[src/rtl/isa_pkg.sv]
// Shared ISA field positions, opcode values and fetch/decode buffer state encoding.
// Latency: none (definitions only).
// Backpressure: not applicable.
package isa_pkg;

    localparam int OPC_HI = 31;
    localparam int OPC_LO = 26;
    localparam int OPC_W  = OPC_HI - OPC_LO + 1;
    localparam int IMM_HI = 23;
    localparam int IMM_LO = 0;

    localparam logic [OPC_W-1:0] ANDI = 6'h0C;
    localparam logic [OPC_W-1:0] ORI  = 6'h0D;
    localparam logic [OPC_W-1:0] XORI = 6'h0E;
    localparam logic [OPC_W-1:0] LUI  = 6'h0F;

    // Defined opcodes are a base block 0x00..BASE_MAX plus an extended block EXT_LO..EXT_HI.
    localparam logic [OPC_W-1:0] OPC_BASE_MAX = 6'h0F;
    localparam logic [OPC_W-1:0] OPC_EXT_LO   = 6'h20;
    localparam logic [OPC_W-1:0] OPC_EXT_HI   = 6'h27;

    typedef enum logic [1:0] {
        EMPTY = 2'd0,
        ONE   = 2'd1,
        FULL  = 2'd2
    } buf_state_e;

    function automatic logic opc_defined(input logic [OPC_W-1:0] opc);
        return (opc <= OPC_BASE_MAX) || ((opc >= OPC_EXT_LO) && (opc <= OPC_EXT_HI));
    endfunction

endpackage

[src/rtl/instr_field_decode.sv]
// Opcode decode: sign-extension control for the immediate and illegal-opcode flag.
// Latency: combinational.
// Backpressure: none; pure function of the opcode.
module instr_field_decode
    import isa_pkg::*;
(
    input  logic [OPC_W-1:0] opcode,
    output logic             signop,
    output logic             illegal
);

    always_comb begin
        signop  = !(opcode inside {ANDI, ORI, XORI, LUI});
        illegal = !opc_defined(opcode);
    end

endmodule

[src/rtl/fetch_decode_buffer.sv]
// Fetch->decode stage: 2-entry skid buffer holding {instr, pc, signop, illegal}.
// Latency: 1 cycle in-fire to out_valid; 1 instruction/cycle sustained.
// Backpressure: in_ready registered, drops only when both main and skid are occupied.
module fetch_decode_buffer
    import isa_pkg::*;
#(
    parameter int INSTR_W = 32,
    parameter int PC_W    = 32,
    parameter int IMM_W   = 24
) (
    input  logic               clk,
    input  logic               rst_n,
    input  logic               flush,
    input  logic               in_valid,
    output logic               in_ready,
    input  logic [INSTR_W-1:0] in_instr,
    input  logic [PC_W-1:0]    in_pc,
    output logic               out_valid,
    input  logic               out_ready,
    output logic [INSTR_W-1:0] out_instr,
    output logic [PC_W-1:0]    out_pc,
    output logic [IMM_W-1:0]   out_imm,
    output logic               out_signop,
    output logic               out_illegal
);

    typedef struct packed {
        logic [INSTR_W-1:0] instr;
        logic [PC_W-1:0]    pc;
        logic               signop;
        logic               illegal;
    } entry_t;

    buf_state_e state_q, state_d;
    entry_t     main_q, main_d, skid_q, skid_d, in_entry;
    logic       in_ready_q, in_ready_d;
    logic       out_valid_q, out_valid_d;
    logic       in_fire, out_fire;
    logic       in_signop, in_illegal;

    // Decode once on the way in so decode sees flop outputs, not a logic cone.
    instr_field_decode u_field_decode (
        .opcode  (in_instr[OPC_HI:OPC_LO]),
        .signop  (in_signop),
        .illegal (in_illegal)
    );

    always_comb begin
        in_entry = '{instr: in_instr, pc: in_pc, signop: in_signop, illegal: in_illegal};
        in_fire  = in_valid & in_ready_q;
        out_fire = out_valid_q & out_ready;
        state_d  = state_q;
        main_d   = main_q;
        skid_d   = skid_q;
        if (flush) begin
            state_d = EMPTY;
        end else begin
            case (state_q)
                EMPTY: if (in_fire) begin
                    state_d = ONE;
                    main_d  = in_entry;
                end
                ONE: begin
                    if (in_fire && out_fire) begin
                        main_d = in_entry;
                    end else if (in_fire) begin
                        state_d = FULL;
                        skid_d  = in_entry;
                    end else if (out_fire) begin
                        state_d = EMPTY;
                    end
                end
                FULL: if (out_fire) begin
                    state_d = ONE;
                    main_d  = skid_q;
                end
                default: state_d = EMPTY;
            endcase
        end
        in_ready_d  = (state_d != FULL);
        out_valid_d = (state_d != EMPTY);
    end

    always_ff @(posedge clk or negedge rst_n) begin
        if (!rst_n) begin
            state_q     <= EMPTY;
            main_q      <= '0;
            skid_q      <= '0;
            in_ready_q  <= 1'b1;
            out_valid_q <= 1'b0;
        end else begin
            state_q     <= state_d;
            main_q      <= main_d;
            skid_q      <= skid_d;
            in_ready_q  <= in_ready_d;
            out_valid_q <= out_valid_d;
        end
    end

    assign in_ready    = in_ready_q;
    assign out_valid   = out_valid_q;
    assign out_instr   = main_q.instr;
    assign out_pc      = main_q.pc;
    assign out_imm     = main_q.instr[IMM_LO +: IMM_W];
    assign out_signop  = main_q.signop;
    assign out_illegal = main_q.illegal;

endmodule

[config.mk]
export PLATFORM = sky130hd
export DESIGN_NAME = fetch_decode_buffer
export DESIGN_NICKNAME = d
export VERILOG_FILES = /design/src/rtl/isa_pkg.sv /design/src/rtl/instr_field_decode.sv /design/src/rtl/fetch_decode_buffer.sv
export SDC_FILE = /design/constraint.sdc
export NUM_CORES = 1
export LEC_CHECK = 0
export CAP_MARGIN = 20
export CORE_MARGIN = 3
export CORE_UTILIZATION = 30
export DETAILED_ROUTE_END_ITERATION = 7
export PLACE_DENSITY_LB_ADDON = 0.12
export RECOVER_POWER = 25
export SKIP_LAST_GASP = 1
export SLEW_MARGIN = 40
export SYNTH_ARGS = -nofsm -noshare
export SYNTH_HDL_FRONTEND = slang
export SYNTH_SLANG_ARGS = --single-unit
[constraint.sdc]
create_clock -name clk -period 2.1 [get_ports clk]
set_clock_uncertainty 0.2 [all_clocks]
set_input_delay 0.21 -clock clk [delete_from_list [all_inputs] [get_ports clk]]
set_output_delay 0.21 -clock clk [all_outputs]
set_load 0.005 [all_outputs]
==> results.cfg <==
[routing]
vias_per_cell = 4.40
drtIter0Drc = 88
drt-total-wl_microns = 14200
drc = 0
firstDrtPassIters = 4
wire_per_inst_microns = 16.8
postRouteAntennaNets = 0
dr_total_vias = 3722

[synthesis]
yosys-top-cells-count = 160 x mux2_2, 135 x dfrtp_1, 29 x buf_4
synth_area_sq_um = 6220
synth_most_common_cell = mux2_2
synth.area.top_cells = dfrtp_1 54%, mux2_2 29%, mux2_4 6.3%
yosys.area.top_type = dfrtp_1
synth-main-ff-cell = dfrtp_1
synth_async_sr_flop_share_pct = 100
yosysTopAreaCellShare_pct = 54.3
synth_enable_flop_cells = 0
ys_warn_count = 0
ys_seq_area_share_pct = 54.7
ys_types = 26
synth.avg_cell_area_sq_um = 15.5
ys_ff_latch = 136
netlist_instances = 401
synth_fp_nets = 470

[layout]
fill_cells = 1910
stdcell_count = 845
drive_gt1_share_pct = 43.3
area_growth_pct = 40.2
insertedDiodeCount = 0
nets = 631
seqCellArea_sq_um = 3410
multi_input_area_sq_um = 2500

[grt]
gr-usage-all-layers_pct = 13.1
grt_max_degree = 49
grt_antenna_before_repair = 0
grt-ovfl-total = 0
grt_pass1_wl_microns = 22400
grt_pass1_vias = 4153

[sta]
hold_violations = 0
fin_setup_tns_ns = 0
max_clock_freq_mhz = 489
slew_viol_final = 0
final.min_clock_period_ns = 2.05
period_share_pct = 97.4
relSlewSlack_pct = 44.5
grt_setup_unrepaired = yes
final-setup-viol-count = 0
worst_pin_slew_ns = 0.832

[floorplanning]
die_x_microns = 150
design.core.area_sq_um = 20300
die_y_microns = 150
rows = 52
dieArea_sq_um = 22500
start_util_pct = 30.7
io_pins = 161

[worst_setup_path]
worst_setup_path_end_kind = flip-flop
worstPathArrival_ns = 2.14
worst_ep_required_time_ns = 2.19
start_kind = flip-flop
critical_path_class = reg -> reg
cp_max_fo = 18

[status]
outcome = finished clean

[power]
pwr-share-comb_pct = 29.2
vdd_drop_max_uv = 541
p_seq_share_pct = 42.1
p_int_uw = 7250
switching_share_pct = 25.1
clock_power_share_pct = 28.8
p_leak_uw = 0.00364
p_sw_uw = 2440
p_per_area_nw_per_um2 = 1110

[placed_design]
portBuffers = 160
place_inst = 810
dp_hpwl_microns = 9730
gp_congestion = 0.672

[clocking]
clk_pin_slew_ns = 0.06
clock-sinks = 136
cts_max_level = 4
root_buffer = clkbuf_16
cts_made_buffers = 17
clk-insertion-delay-late_ns = 0.41
clockBufferDepth = 2
cts_tree = built

[hold_path]
hold_class = in -> async

[job]
maxCapViolations = 0
## per-stage QoR
step	hold WS, ns	utilization [%]	power [uW]	instance area (sq um)	setup WS, ns
final	0.233	43.0	9690	8720	0.0550
after global routing	0.212	43.0	10300	8720	-0.0327
after CTS	0.0399	42.9	9880	8720	0.00200
after detailed placement	-0.0789	40.2	7010	8160	-0.192
after global placement	-0.0863	40.2	6910	8160	-0.149
after floorplan	-0.286	-	5450	6220	0.139
## layout make-up
| cell class | count | area share, % |
|---|---|---|
| Clock buffer | 20 | 5.12 |
| Timing Repair Buffer | 187 | 22.0 |
| Tap cell | 270 | 3.87 |
| Inverter | 1 | 0.0430 |
| Multi-Input combinational cell | 219 | 28.7 |
| Sequential cell | 136 | 39.1 |
| Clock inverter | 12 | 1.19 |
## metal layers
layer | vias to the layer above | GRT usage (%) | wire (microns)
met4 | 0 | 3.84 | 122
met1 | 1885 | 15.7 | 6070
met5 | - | 0 | 0
li1 | 1740 | - | -
met3 | 9 | 4.63 | 752
met2 | 88 | 22.1 | 7230
## cell families after synthesis
group	share of synthesized area [%]
DFF	54.7
and+or+nand+nor	1.09
buffers and inverters	5.51
AOI/OAI and AO/OA	1.29
muxes	37.4
## placed cells by master (no fill, tap or decap), types with 2 or more instances in the layout
cell / instances
buf_4: 16
nand2_1: 2
clkinvlp_4: 3
clkdlybuf4s50_1: 159
dfrtp_1: 134
buf_12: 8
a21oi_1: 4
clkinv_2: 5
mux2_4: 26
clkbuf_16: 17
clkbuf_1: 2
mux2_2: 160
mux2_1: 12
clkinv_4: 3
## worst paths after layout
path	start	to	slack, ns	cells past startpoint
setup / recovery	in_ready$_DFF_PN1_	out_pc[17]$_DFFE_PN0P_	0.05	5
hold / removal	rst_n	skid_q[42]$_DFFE_PN0P_	0.23	2
setup reg to reg	in_ready$_DFF_PN1_	out_pc[17]$_DFFE_PN0P_	0.05	5
hold reg to reg	out_pc[18]$_DFFE_PN0P_	out_pc[18]$_DFFE_PN0P_	0.29	1
max in group asynchronous	rst_n	out_instr[28]$_DFFE_PN0P_	0.35	3
min in group clk	in_pc[31]	skid_q[33]$_DFFE_PN0P_	0.23	2
## power groups by stage
| stage | Clock [uW] | Sequential, uW | Combinational [uW] |
|---|---|---|---|
| CTS | 2890 | 4100 | 2890 |
| detailed placement | 0 | 4130 | 2880 |
| floorplan | 0 | 4020 | 1430 |
| finish | 2790 | 4080 | 2830 |
| global placement | 0 | 4080 | 2830 |
| global route | 3030 | 4210 | 3060 |
## critical path, stage by stage, from the launching register on
cell,delay [ns]
dfstp_2,0.54
nand3b_1,0.13
a221oi_4,0.35
buf_12,0.19
buf_16,0.19
mux2_1,0.33
## flip-flops by register name (all words and copies together) (netlist names)
register,flops
out_signop,1
out_instr,32
out_illegal,1
state_q,2
out_pc,32
skid_q,66
out_valid,1
in_ready,1
## repair_timing
action / in CTS / in global routing
gates resized for setup: 0 / 2
setup endpoints to repair: 0 / 49
buffers inserted: 0 / 2
endpoints found under the hold margin: 135 / 0
hold buffers: 1 / 0
Power figures use the tool's default switching activity.
